$ cat config.mk
export PLATFORM = sky130hd
export DESIGN_NAME = dcache_coherent_responder
export DESIGN_NICKNAME = d
export VERILOG_FILES = /design/src/rtl/dcache_coherent_responder.sv
export SDC_FILE = /design/constraint.sdc
export NUM_CORES = 1
export LEC_CHECK = 0
export CAP_MARGIN = 20
export CELL_PAD_IN_SITES_DETAIL_PLACEMENT = 0
export CELL_PAD_IN_SITES_GLOBAL_PLACEMENT = 2
export CORE_MARGIN = 5
export CORE_UTILIZATION = 38
export DETAILED_ROUTE_END_ITERATION = 16
export PLACE_DENSITY = 0.84
export SYNTH_ARGS = -nofsm -noshare
export SYNTH_HDL_FRONTEND = slang
export SYNTH_SLANG_ARGS = --single-unit
$ cat constraint.sdc
create_clock -name CLK -period 6.4 [get_ports CLK]
set_input_delay 1.92 -clock CLK [delete_from_list [all_inputs] [get_ports CLK]]
set_output_delay 1.92 -clock CLK [all_outputs]
set_load 0.03 [all_outputs]
$ cat src/rtl/dcache_coherent_responder.sv
`default_nettype none
// ============================================================================
// Module : dcache_coherent_responder
// Direct-mapped MSI L1 data cache controller with coherency snoop responder.
// Rev    : 1.0
// ============================================================================
module dcache_coherent_responder #(
    parameter int SETS = 8
) (
    input  logic        CLK,
    input  logic        nRST,
    input  logic        dmemREN,
    input  logic        dmemWEN,
    input  logic [31:0] dmemaddr,
    input  logic [31:0] dmemstore,
    output logic        dhit,
    output logic [31:0] dmemload,
    output logic        dREN,
    output logic        dWEN,
    output logic [31:0] daddr,
    output logic [31:0] dstore,
    output logic        ccwrite,
    input  logic        dwait,
    input  logic [31:0] dload,
    input  logic        ccwait,
    input  logic        ccinv,
    input  logic [31:0] ccsnoopaddr
);
    localparam int IDXW = $clog2(SETS);
    localparam int TAGW = 32 - IDXW - 3;
    localparam logic [1:0] c_ST_I = 2'd0;
    localparam logic [1:0] c_ST_S = 2'd1;
    localparam logic [1:0] c_ST_M = 2'd2;

    typedef enum logic [2:0] {IDLE, WB0, WB1, LD0, LD1, SNP0, SNP1} state_t;
    state_t r_fsm;

    logic [1:0]      r_st  [SETS];
    logic [TAGW-1:0] r_tag [SETS];
    logic [31:0]     r_d0  [SETS];
    logic [31:0]     r_d1  [SETS];
    logic [31:0]     r_fill0;
    logic            r_snp_inv;
    logic [IDXW-1:0] r_snp_idx;

    logic [IDXW-1:0] w_idx, w_s_idx;
    logic [TAGW-1:0] w_tag, w_s_tag;
    logic            w_wsel, w_match, w_s_match, w_cpu_hit;
    logic            w_snp_entry, w_snp_hit_m, w_commit, w_store_wr;
    logic [31:0]     w_word;
    logic            w_unused;

    assign w_idx       = dmemaddr[IDXW+2:3];
    assign w_tag       = dmemaddr[31:IDXW+3];
    assign w_wsel      = dmemaddr[2];
    assign w_s_idx     = ccsnoopaddr[IDXW+2:3];
    assign w_s_tag     = ccsnoopaddr[31:IDXW+3];
    assign w_unused    = ^{dmemaddr[1:0], ccsnoopaddr[2:0]};

    assign w_match     = (r_st[w_idx] != c_ST_I) && (r_tag[w_idx] == w_tag);
    assign w_s_match   = (r_st[w_s_idx] != c_ST_I) && (r_tag[w_s_idx] == w_s_tag);
    assign w_word      = w_wsel ? r_d1[w_idx] : r_d0[w_idx];
    assign w_cpu_hit   = (dmemREN && w_match) ||
                         (dmemWEN && w_match && (r_st[w_idx] == c_ST_M));
    // Snoops pre-empt everything except an already running snoop supply.
    assign w_snp_entry = ccwait && (r_fsm != SNP0) && (r_fsm != SNP1);
    assign w_snp_hit_m = w_s_match && (r_st[w_s_idx] == c_ST_M);
    assign w_commit    = nRST && !w_snp_entry && (r_fsm == LD1) && !dwait;
    assign w_store_wr  = nRST && !w_snp_entry && (r_fsm == IDLE) && dmemWEN && w_cpu_hit;

    always_comb begin
        dhit     = 1'b0;
        dmemload = '0;
        dREN     = 1'b0;
        dWEN     = 1'b0;
        daddr    = '0;
        dstore   = '0;
        ccwrite  = 1'b0;
        if (w_snp_entry) begin
            if (w_snp_hit_m) begin
                dWEN   = 1'b1;
                daddr  = {ccsnoopaddr[31:3], 3'b000};
                dstore = r_d0[w_s_idx];
            end
        end else begin
            case (r_fsm)
                IDLE: begin
                    if (w_cpu_hit) begin
                        dhit     = 1'b1;
                        dmemload = w_word;
                    end
                end
                WB0, WB1: begin
                    dWEN   = 1'b1;
                    daddr  = {r_tag[w_idx], w_idx, (r_fsm == WB1), 2'b00};
                    dstore = (r_fsm == WB1) ? r_d1[w_idx] : r_d0[w_idx];
                end
                LD0, LD1: begin
                    dREN    = 1'b1;
                    daddr   = {w_tag, w_idx, (r_fsm == LD1), 2'b00};
                    ccwrite = dmemWEN;
                end
                SNP0, SNP1: begin
                    dWEN   = 1'b1;
                    daddr  = {r_tag[r_snp_idx], r_snp_idx, (r_fsm == SNP1), 2'b00};
                    dstore = (r_fsm == SNP1) ? r_d1[r_snp_idx] : r_d0[r_snp_idx];
                end
                default: ;
            endcase
        end
        // Outputs clear immediately on reset, not at the next edge.
        if (!nRST) begin
            dhit     = 1'b0;
            dmemload = '0;
            dREN     = 1'b0;
            dWEN     = 1'b0;
            daddr    = '0;
            dstore   = '0;
            ccwrite  = 1'b0;
        end
    end

    always_ff @(posedge CLK or negedge nRST) begin
        if (!nRST) begin
            r_fsm     <= IDLE;
            r_fill0   <= '0;
            r_snp_inv <= 1'b0;
            r_snp_idx <= '0;
            for (int i = 0; i < SETS; i++) r_st[i] <= c_ST_I;
        end else if (w_snp_entry) begin
            r_fill0   <= '0;
            r_snp_inv <= ccinv;
            r_snp_idx <= w_s_idx;
            if (w_snp_hit_m) begin
                r_fsm <= SNP0;
            end else begin
                r_fsm <= IDLE;
                if (ccinv && w_s_match && (r_st[w_s_idx] == c_ST_S))
                    r_st[w_s_idx] <= c_ST_I;
            end
        end else begin
            case (r_fsm)
                IDLE: begin
                    if ((dmemREN || dmemWEN) && !w_cpu_hit) begin
                        if (!w_match && (r_st[w_idx] == c_ST_M)) r_fsm <= WB0;
                        else                                      r_fsm <= LD0;
                    end
                end
                WB0:  if (!dwait) r_fsm <= WB1;
                WB1: begin
                    if (!dwait) begin
                        r_st[w_idx] <= c_ST_I;
                        r_fsm       <= LD0;
                    end
                end
                LD0: begin
                    if (!dwait) begin
                        r_fill0 <= dload;
                        r_fsm   <= LD1;
                    end
                end
                LD1: begin
                    if (!dwait) begin
                        r_st[w_idx] <= dmemWEN ? c_ST_M : c_ST_S;
                        r_fsm       <= IDLE;
                    end
                end
                SNP0: if (!dwait) r_fsm <= SNP1;
                SNP1: begin
                    if (!dwait) begin
                        r_st[r_snp_idx] <= r_snp_inv ? c_ST_I : c_ST_S;
                        r_fsm           <= IDLE;
                    end
                end
                default: r_fsm <= IDLE;
            endcase
        end
    end

    // Tag and data storage carry no reset; validity lives in r_st.
    always_ff @(posedge CLK) begin
        if (w_commit) begin
            r_tag[w_idx] <= w_tag;
            r_d0[w_idx]  <= r_fill0;
            r_d1[w_idx]  <= dload;
        end
        if (w_store_wr) begin
            if (w_wsel) r_d1[w_idx] <= dmemstore;
            else        r_d0[w_idx] <= dmemstore;
        end
    end
endmodule
`default_nettype wire

==> flow_metrics.env <==
export IMPL_setup_slack_ns=-0.872
export IMPL_place_area_um2=50300
export IMPL_setup_viol=95
export IMPL_critPathKind="in2out"
export IMPL_async_reset_ff_share_pct=7.10
export IMPL_initial_core_util_pct=38.1
export IMPL_netlist_area_leader_share_pct=54.0
export IMPL_hold_path_depth=2
export IMPL_syn_to_final_growth_pct=35.7
export IMPL_port_buffers=227
export IMPL_fp_dieW_um=334
export IMPL_tightest_slew_ns=1.04
export IMPL_grt_first_pass_wirelength_um=254000
export IMPL_wl_per_cell_um=34.1
export IMPL_status="finished, violations left"
export IMPL_remaining_drc_errors=0
export IMPL_slew_headroom_pct=30.5
export IMPL_cts_hold_buf=0
export IMPL_period_share_pct=114
export IMPL_pwr_share_comb_pct=30.6
export IMPL_gp_congestion=0.955
export IMPL_max_freq_ghz=0.138
export IMPL_synthTopCellsByCount="720 x edfxtp_1, 386 x a22oi_1, 250 x o22ai_1"
export IMPL_viasPerCell=6.69
export IMPL_finalMaxSlewViolations=0
export IMPL_hold_path_class="reg2reg"
export IMPL_vias=35700
export IMPL_worstSetupEndpointType="primary output"
export IMPL_fin_skew_ns=0.0515
export IMPL_grt_max_degree=51
export IMPL_synth_most_common_cell="edfxtp_1"
export IMPL_finalNetCount=4020
export IMPL_drtIter0Drc=6020
export IMPL_timing_rr_end="r_d0[4][16]"
export IMPL_switchingPower_mw=5.13
export IMPL_cp_slowest_stage_delay_ns=0.58
export IMPL_clk_pin_slew_ns=0.06
export IMPL_ir_worst_vdd_uv=256
export IMPL_path_cells="buf_16 > buf_4 > clkbuf_16 > mux2i_1 > a22oi_1 > and3_1 > o22ai_2 > or4_4 > or4_4 > nor4_4 > buf_4 > nand2_8 > buf_12 > buf_16 > o21ai_4 > buf_12"
export IMPL_cts_made_buffers=85
export IMPL_yosysTopAreaCell="edfxtp_1"
export IMPL_cp_max_fo=13
export IMPL_critical_path_reg2reg_startpoint="r_fsm[0]"
export IMPL_cts_buffer_depth=3
export IMPL_num_rows=119
export IMPL_syn_inst=3267
export IMPL_power_density_nw_per_um2=284
export IMPL_final_area_um2=54300
export IMPL_ys_warn_count=0
export IMPL_synth_area_um2=40000
export IMPL_clk_latency_ns=0.69
export IMPL_violations="setup timing"
export IMPL_synth_seq_cells=775
export IMPL_cts_root_buf="clkbuf_16"
export IMPL_synth_ff_type="edfxtp_1"
export IMPL_grt_setup_unrepaired="true"
export IMPL_rr_worst_depth=10
export IMPL_grt_pass1_vias=34900
export IMPL_ys_seq_area_share_pct=57.5
export IMPL_cts_tree="done"
export IMPL_hp_start="r_fill0[21]"
export IMPL_overflow=0
export IMPL_synth_edf_count=720
export IMPL_hold_end="r_fill0[21]"
export IMPL_period_needed_ns=7.27
export IMPL_max_cap_violations=0
export IMPL_drtPass1Iterations=8
export IMPL_antenna_found_initial=4
export IMPL_ioPinCount=235
export IMPL_die_h_um=334
export IMPL_intPower_mw=10.3
export IMPL_wl_um=182000
export IMPL_synth_cell_types=69
export IMPL_synthTopCellsByArea="edfxtp_1 54%, a22oi_1 7.2%, o22ai_1 3.9%, dfrtp_1 3.4%, mux2i_1 3.4%"
export IMPL_dieArea_um2=112000
export IMPL_core_um2=105000
export IMPL_crit_slowest_cell="or4_4"
export IMPL_seq_power_share_pct=37.2
export IMPL_start_kind="input pin"
export IMPL_arrival_ns=5.35
export IMPL_insertedDiodeCount=0
export IMPL_drive_above_1_share_pct=30.2
export IMPL_drtAntennaViolNets=0
export IMPL_clkSinkCount=775
export IMPL_rrSetupSlack_ns=1.99
export IMPL_p_leak_nw=18.6
export IMPL_worstPathRequired_ns=4.48
export IMPL_clock_power_share_pct=32.2
export IMPL_dpl_worst_slack_ns=-1.15
export IMPL_groute_usage_overall_pct=31.1
export IMPL_dp_hpwl_um=120000
export IMPL_switching_share_pct=33.3
export IMPL_hold_viol=0
export IMPL_h_tree_depth=3
export IMPL_syn_avg_cell_area_um2=12.2
==> through the flow <==
step           hold slack (ns)  setup TNS [ns]  instances  util [%]  power (mW)
2_1_floorplan            0.496          -13.10       3268         -        7.99
3_3_place_gp             0.505          -87.24       5153      47.9        10.4
3_5_place_dp             0.511          -86.59       5153      47.9        10.3
4_1_cts                  0.519          -69.69       5332      51.4        15.3
5_1_grt                  0.534          -69.65       5343      51.7        15.8
6_report                 0.516          -63.42       5343      51.7        15.4
==> repair_timing <==
item | CTS | global route
gates cloned | 7 | 4
resized for setup | 114 | 41
pin swaps | 39 | 21
endpoints found under the setup margin | 95 | 95
setup buffers | 19 | 8
==> layout by cell type, fill, tap and decap left out, types with 10 or more instances in the layout <==
cell type,n
edfxtp_1,720
buf_4,463
a22oi_1,382
o22ai_1,228
nand2_1,199
buf_12,180
nor2_1,125
mux2i_1,123
clkdlybuf4s50_1,121
a21oi_1,120
o21ai_0,92
clkbuf_16,89
mux2_2,77
a22o_1,77
a221oi_1,66
nand4_1,65
mux4_2,58
dfrtp_1,55
nor2_4,46
buf_6,39
a31oi_1,34
mux2_1,34
nand3_1,30
or4_1,28
clkinv_1,25
o22ai_4,19
o211ai_1,18
o221ai_1,18
clkinv_2,18
xor2_1,15
nor3_1,15
and3_1,15
o21ai_4,15
o2bb2ai_4,14
xnor2_1,12
o31ai_1,12
a41o_1,11
xnor2_2,10
nand2_2,10
buf_16,10
==> metal layers <==
metal | global-route usage (%) | wire [um] | vias up
met5 | 0 | 12 | -
met4 | 19.6 | 13900 | 2
met3 | 6.58 | 21600 | 584
met2 | 48.4 | 81500 | 2896
met1 | 39.7 | 65400 | 17600
li1 | - | - | 14700
==> worst max-delay path by stage <==
stage / depth (start not counted) / to / startpoint
2_1_floorplan: 12 / dstore[4] / ccsnoopaddr[3]
3_3_place_gp: 16 / dstore[4] / ccsnoopaddr[5]
3_5_place_dp: 16 / dstore[4] / ccsnoopaddr[5]
4_1_cts: 13 / dstore[12] / ccsnoopaddr[3]
5_1_grt: 14 / dstore[1] / ccsnoopaddr[3]
6_report: 16 / dstore[17] / ccsnoopaddr[3]
==> sequential cells by signal, indices dropped and copies added (netlist names) <==
register and flops:
r_d0 256, r_d1 256, r_tag 208, r_fill0 32, r_st 16, r_fsm 3
r_snp_idx 3, r_snp_inv 1
==> final cells by class <==
class                           instances  area [um^2]
Inverter                               15         62.6
Multi-Input combinational cell       2185        17500
Clock buffer                           92         2170
Timing Repair Buffer                  823         9200
Clock inverter                         62          591
Tap cell                             1391         1740
Fill cell                            8843        50700
Sequential cell                       775        23000
==> logic make-up (layout without fill, tap and decap cells) <==
family | after synthesis | in the layout | synth area share [%]
AO/OA/AOI/OAI | 1207 | 1207 | 21.0
XOR/XNOR | 40 | 40 | 0.876
adder cells (fa/ha/maj) | 1 | 1 | 0.0250
buffers and inverters | 308 | 992 | 3.21
flip-flops | 775 | 775 | 57.5
multiplexers | 308 | 308 | 9.87
other | 1 | 2 | 0.00937
AND/OR/NAND/NOR | 627 | 627 | 7.49
==> worst max-delay path: cells and delay by family <==
| family | cells | cell delay (ns) |
|---|---|---|
| and+or+nand+nor | 5 | 1.58 |
| muxes | 1 | 0.13 |
| AOI/OAI and AO/OA | 3 | 0.51 |
| buffers and inverters | 7 | 1.17 |
==> power groups by stage <==
stage               sequential, mW  clock [mW]  combinational [mW]
finish                        5.74        4.96                4.72
detailed placement            5.84           0                4.51
global placement              5.84           0                4.51
global route                  5.74        5.19                4.86
floorplan                     5.77           0                2.21
CTS                           5.73        4.99                4.59
(Power assumes the default switching activity.)
